### src/rtl/cisr_row_dispatch.sv
// rtl/cisr_row_dispatch.sv - row-length dispatcher feeding the per-channel CISR row-length FIFOs
//
// Purpose: accepts a row-ordered stream of row lengths and writes each one into the
// FIFO of the channel the accumulator will free next, tracked by shadow load counters.
// Optional feature macro: CISR_DISPATCH_STATS_EN (adds stall_cycles output).
//
// Ports:
//   clk, rst               clock (rising edge), asynchronous active-high reset
//   start, num_rows        begin a matrix of num_rows rows (num_rows sampled on start)
//   row_len_in/_valid      incoming row length stream
//   row_len_ready          dispatcher accepts row_len_in this cycle
//   row_len_fifo_wdata     per-channel write data, channel i at [i*row_len_size +: row_len_size]
//   row_len_fifo_write     one-hot write strobe
//   row_len_fifo_full      per-channel FIFO full flags
//   rows_sent              rows written for the current matrix
//   busy, done             matrix in progress / matrix complete
//   stall_cycles           (CISR_DISPATCH_STATS_EN only) cycles stalled on a full target
module cisr_row_dispatch #(
    parameter int channel_num     = 4,
    parameter int channel_num_log = 2,
    parameter int row_len_size    = 8,
    parameter int load_bits       = 9,
    parameter int row_id_size     = 16
) (
    input  logic                                clk,
    input  logic                                rst,
    input  logic                                start,
    input  logic [row_id_size-1:0]              num_rows,
    input  logic [row_len_size-1:0]             row_len_in,
    input  logic                                row_len_valid,
    output logic                                row_len_ready,
    output logic [row_len_size*channel_num-1:0] row_len_fifo_wdata,
    output logic [channel_num-1:0]              row_len_fifo_write,
    input  logic [channel_num-1:0]              row_len_fifo_full,
    output logic [row_id_size-1:0]              rows_sent,
    output logic                                busy,
    output logic                                done
`ifdef CISR_DISPATCH_STATS_EN
    ,
    output logic [31:0]                         stall_cycles
`endif
);

    typedef enum logic [1:0] {
        IDLE   = 2'd0,
        ACCEPT = 2'd1,
        WRITE  = 2'd2,
        DONE   = 2'd3
    } state_t;

    state_t                              state_q;
    logic [load_bits-1:0]                load_q [channel_num];
    logic [load_bits-1:0]                load_d [channel_num];
    logic [load_bits-1:0]                upd    [channel_num];
    logic [load_bits-1:0]                upd_min;
    logic [channel_num_log-1:0]          target_q;
    logic [channel_num_log-1:0]          min_idx;
    logic [load_bits-1:0]                min_val;
    logic [row_len_size-1:0]             len_q;
    logic [row_id_size-1:0]              rows_sent_q;
    logic [row_id_size-1:0]              rows_sent_d;
    logic [row_id_size-1:0]              num_rows_q;
    logic [row_len_size*channel_num-1:0] wdata_q;
    logic                                target_full;
`ifdef CISR_DISPATCH_STATS_EN
    logic [31:0]                         stall_q;
`endif

    // Channel the accumulator frees next: smallest shadow load, lowest index on ties.
    always_comb begin
        min_idx = '0;
        min_val = load_q[0];
        for (int i = 1; i < channel_num; i++) begin
            if (load_q[i] < min_val) begin
                min_val = load_q[i];
                min_idx = channel_num_log'(i);
            end
        end
    end

    // Add the written row to its channel, then renormalise so the minimum load is zero.
    // With every load bounded by one row length this keeps load_bits = row_len_size+1 wrap-free.
    always_comb begin
        for (int i = 0; i < channel_num; i++) begin
            upd[i] = load_q[i];
            if (target_q == channel_num_log'(i)) begin
                upd[i] = load_q[i] + {{(load_bits-row_len_size){1'b0}}, len_q};
            end
        end
        upd_min = upd[0];
        for (int i = 1; i < channel_num; i++) begin
            if (upd[i] < upd_min) begin
                upd_min = upd[i];
            end
        end
        for (int i = 0; i < channel_num; i++) begin
            load_d[i] = upd[i] - upd_min;
        end
    end

    assign target_full = row_len_fifo_full[target_q];
    assign rows_sent_d = rows_sent_q + row_id_size'(1);

    always_ff @(posedge clk or posedge rst) begin
        if (rst) begin
            state_q     <= IDLE;
            for (int i = 0; i < channel_num; i++) begin
                load_q[i] <= '0;
            end
            target_q    <= '0;
            len_q       <= '0;
            rows_sent_q <= '0;
            num_rows_q  <= '0;
            wdata_q     <= '0;
`ifdef CISR_DISPATCH_STATS_EN
            stall_q     <= '0;
`endif
        end else begin
            case (state_q)
                IDLE, DONE: begin
                    if (start) begin
                        for (int i = 0; i < channel_num; i++) begin
                            load_q[i] <= '0;
                        end
                        rows_sent_q <= '0;
                        num_rows_q  <= num_rows;
`ifdef CISR_DISPATCH_STATS_EN
                        stall_q     <= '0;
`endif
                        state_q     <= (num_rows == '0) ? DONE : ACCEPT;
                    end
                end
                ACCEPT: begin
                    if (row_len_valid) begin
                        len_q    <= row_len_in;
                        wdata_q  <= {channel_num{row_len_in}};
                        target_q <= min_idx;
                        state_q  <= WRITE;
                    end
                end
                WRITE: begin
                    if (target_full) begin
`ifdef CISR_DISPATCH_STATS_EN
                        if (stall_q != '1) begin
                            stall_q <= stall_q + 32'd1;
                        end
`endif
                    end else begin
                        for (int i = 0; i < channel_num; i++) begin
                            load_q[i] <= load_d[i];
                        end
                        rows_sent_q <= rows_sent_d;
                        state_q     <= (rows_sent_d == num_rows_q) ? DONE : ACCEPT;
                    end
                end
                default: state_q <= IDLE;
            endcase
        end
    end

    // Strobe is combinational so it rises and falls with the WRITE cycle that completes.
    always_comb begin
        row_len_fifo_write = '0;
        if (state_q == WRITE && !target_full) begin
            row_len_fifo_write[target_q] = 1'b1;
        end
    end

    assign row_len_ready      = (state_q == ACCEPT);
    assign row_len_fifo_wdata = wdata_q;
    assign rows_sent          = rows_sent_q;
    assign busy               = (state_q == ACCEPT) || (state_q == WRITE);
    assign done               = (state_q == DONE);
`ifdef CISR_DISPATCH_STATS_EN
    assign stall_cycles       = stall_q;
`endif

endmodule
### config.mk
export PLATFORM = sky130hd
export DESIGN_NAME = cisr_row_dispatch
export DESIGN_NICKNAME = d
export VERILOG_FILES = /design/src/rtl/cisr_row_dispatch.sv
export SDC_FILE = /design/constraint.sdc
export NUM_CORES = 1
export LEC_CHECK = 0
export BUFFER_PORTS_ARGS = -buffer_cell sky130_fd_sc_hd__buf_4
export CAP_MARGIN = 40
export CORE_MARGIN = 2
export CORE_UTILIZATION = 65
export CTS_BUF_LIST = sky130_fd_sc_hd__clkbuf_8
export DETAILED_ROUTE_END_ITERATION = 8
export PLACE_DENSITY = 0.94
export SLEW_MARGIN = 20
export SYNTH_ARGS = -nofsm -noshare
export SYNTH_HDL_FRONTEND = slang
export SYNTH_SLANG_ARGS = --single-unit
### constraint.sdc
create_clock -name clk -period 19.9 [get_ports clk]
set_input_delay 1.99 -clock clk [delete_from_list [all_inputs] [get_ports clk]]
set_output_delay 1.99 -clock clk [all_outputs]
set_load 0.005 [all_outputs]
==> impl_metrics.yaml <==
finish:
  area_growth_pct: 9.22
  layout-drive-gt1-share_pct: 14.5
  final_common_cell: "nand2_1"
  instances_no_fill: 1347
  nets: 1301
  antenna_cells: 0
  layout_common_cells: "123 x nand2_1, 103 x o21ai_0, 99 x ha_1"
synth:
  avgSynthCellArea_sq_um: 8.01
  synth_edf_count: 0
  syn_nets: 1258
  synth_area_sq_mm: 0.00899
  ys_types: 93
  synth_seq_area_share_pct: 22.3
  async_flop_share_pct: 100
  ys_ff_latch: 80
  syn_inst: 1123
  ys_warn_count: 0
  synth_ff_type: "dfrtp_1"
clock_network:
  clock_path_buffers: 2
  cts_root_buf: "clkbuf_8"
  clkTransAtPathRegs_ns: 0.09
  clock_sinks: 80
  htree_levels: 3
  post-cts-setup-buffer-count: 0
  numCtsBuffers: 9
  ctsResizeCount: 0
  clock_latency_ns: 0.40
  cts_tree: "built"
  hold_buffers: 0
sta:
  slew_violations: 0
  timing.final.crit_period_ns: 10.99
  timing_worst_slew_pin_value_ns: 0.932
  rsz0062_at_grt: "false"
  finalHoldViolations: 0
  setup_viol_count_final: 0
  fin_skew_ns: 0.0201
  timing.fmax_mhz: 91.0
  relSlewSlack_pct: 37.3
  fin_crit_sh_pct: 55.2
  tns_ns: 0
hold_path:
  hold_path.class: "reg2reg"
  hold_depth: 1
  hold_end: "num_rows_q[0]"
  hold_start: "num_rows_q[0]"
drt:
  drt_wl_total_um: 27500
  drcViolationCount: 0
  first_pass_iters: 6
  via_count: 9090
  detail-route-antenna-nets: 0
  drt_iter0_drc: 1104
  wire_per_inst_um: 20.4
  drt-vias-per-instance: 6.75
setup_path:
  cp_num_buf_inv: 3
  arrival_ns: 11.27
  max_stage_delay_ns: 0.83
  cp-end-kind: "flop"
  path_common_cell: "ha_1"
  r2r_end: "load_q[25]"
  crit_type: "reg2reg"
  worst_path_max_delay_cell: "o41ai_4"
  critical_path_required_ns: 20.18
  critPathMaxFanout: 18
  reg2reg_depth: 40
  r2r-start: "len_q[1]"
  critPathTopFamily: "compound AO/OA/AOI/OAI gates"
  start_kind: "flop"
  r2r_slack_ns: 8.91
floorplanning:
  io_pins: 87
  rows: 42
  core_sq_mm: 0.0134
  fp.dieH_um: 122
  dieArea_sq_mm: 0.0148
  die_x_um: 122
  initial_core_util_pct: 67.1
placement:
  portBuffers: 86
  finalWeightedCongestion: 1.05
  place_hpwl_um: 21100
  place_inst: 1328
grt:
  grt_first_pass_wirelength_um: 44500
  overflow: 0
  grt_antenna_before_repair: 0
  grt_pass1_vias: 8703
  grtUsageTotal_pct: 38.5
  grt_max_degree: 46
outcome:
  status: "complete, no violations"
job:
  max_cap_viol_count: 0
-- through the flow --
step	utilization [%]	hold slack, ns	setup WS, ns	cell area, sq um
after floorplan	-	0.497	10.50	8990
after global placement	71.3	0.510	9.57	9550
after detailed placement	71.4	0.516	9.29	9570
after CTS	73.0	0.537	9.25	9780
after global routing	73.3	0.569	8.07	9820
final	73.3	0.536	8.91	9820
-- cells in the mapped netlist, types with 13 or more instances --
| library cell | n | area [sq um] |
|---|---|---|
| nand2b_1 | 16 | 100 |
| a21oi_1 | 83 | 415 |
| inv_1 | 64 | 240 |
| clkbuf_1 | 33 | 124 |
| nor3_1 | 20 | 100 |
| buf_4 | 24 | 180 |
| dfrtp_1 | 80 | 2000 |
| a21o_1 | 21 | 158 |
| o22ai_1 | 13 | 81.3 |
| o21ai_0 | 104 | 521 |
| nor2b_1 | 13 | 81.3 |
| mux2i_1 | 17 | 170 |
| nor2_1 | 91 | 342 |
| xor2_1 | 16 | 140 |
| mux2_2 | 27 | 304 |
| xnor2_1 | 58 | 508 |
| nand3_1 | 23 | 115 |
| nand2_1 | 123 | 462 |
| ha_1 | 99 | 1240 |
-- metal layers --
metal / vias to the layer above / share of wire, % / GRT usage [%]
li1: 4134 / - / -
met1: 4257 / 39 / 49.1
met2: 586 / 44 / 61.0
met3: 113 / 12 / 10.3
met4: 0 / 4.8 / 18.0
met5: - / 0 / 0
-- sequential cells by signal (all words and copies together) (netlist names) --
| signal | count |
|---|---|
| target_q | 2 |
| state_q | 2 |
| row_len_fifo_wdata | 1 |
| rows_sent | 16 |
| num_rows_q | 16 |
| len_q | 7 |
| load_q | 36 |
-- cells by family after synthesis --
group           after synthesis  synth area share, %
compound gates              347                 25.5
simple gates                343                 17.9
mux                          45                 5.52
buf+inv                     129                 6.65
flops                        80                 22.3
fa+ha+maj                   105                 14.9
xor+xnor                     74                 7.21
-- worst register-to-register path: cells and delay by family, from the launching register on --
family	cells	cell delay (ns)
AO/OA/AOI/OAI	21	5.95
AND/OR/NAND/NOR	11	1.94
adder cells (fa/ha/maj)	5	1.71
flip-flops	1	0.76
buffers and inverters	3	0.52
-- layout make-up --
cell class	count	area (sq um)
tap	176	220
timing repair buffer	96	748
clock inverter	6	72.6
clock buffer	10	138
sequential	80	2000
multi-input combinational	914	6400
inverter	65	245
fill	1011	3580
-- how the worst max path moves through the flow --
stage | startpoint | to | slack, ns | cells after the start
2_1_floorplan | len_q[0] | load_q[25] | 10.50 | 51
3_3_place_gp | len_q[1] | load_q[25] | 9.57 | 42
3_5_place_dp | len_q[1] | load_q[25] | 9.29 | 40
4_1_cts | len_q[1] | load_q[25] | 9.25 | 40
5_1_grt | len_q[1] | load_q[25] | 8.07 | 45
6_report | len_q[1] | load_q[25] | 8.91 | 40
Power is not shown: default switching activity piles up to over one toggle a cycle in this logic, so the estimate is an artifact.
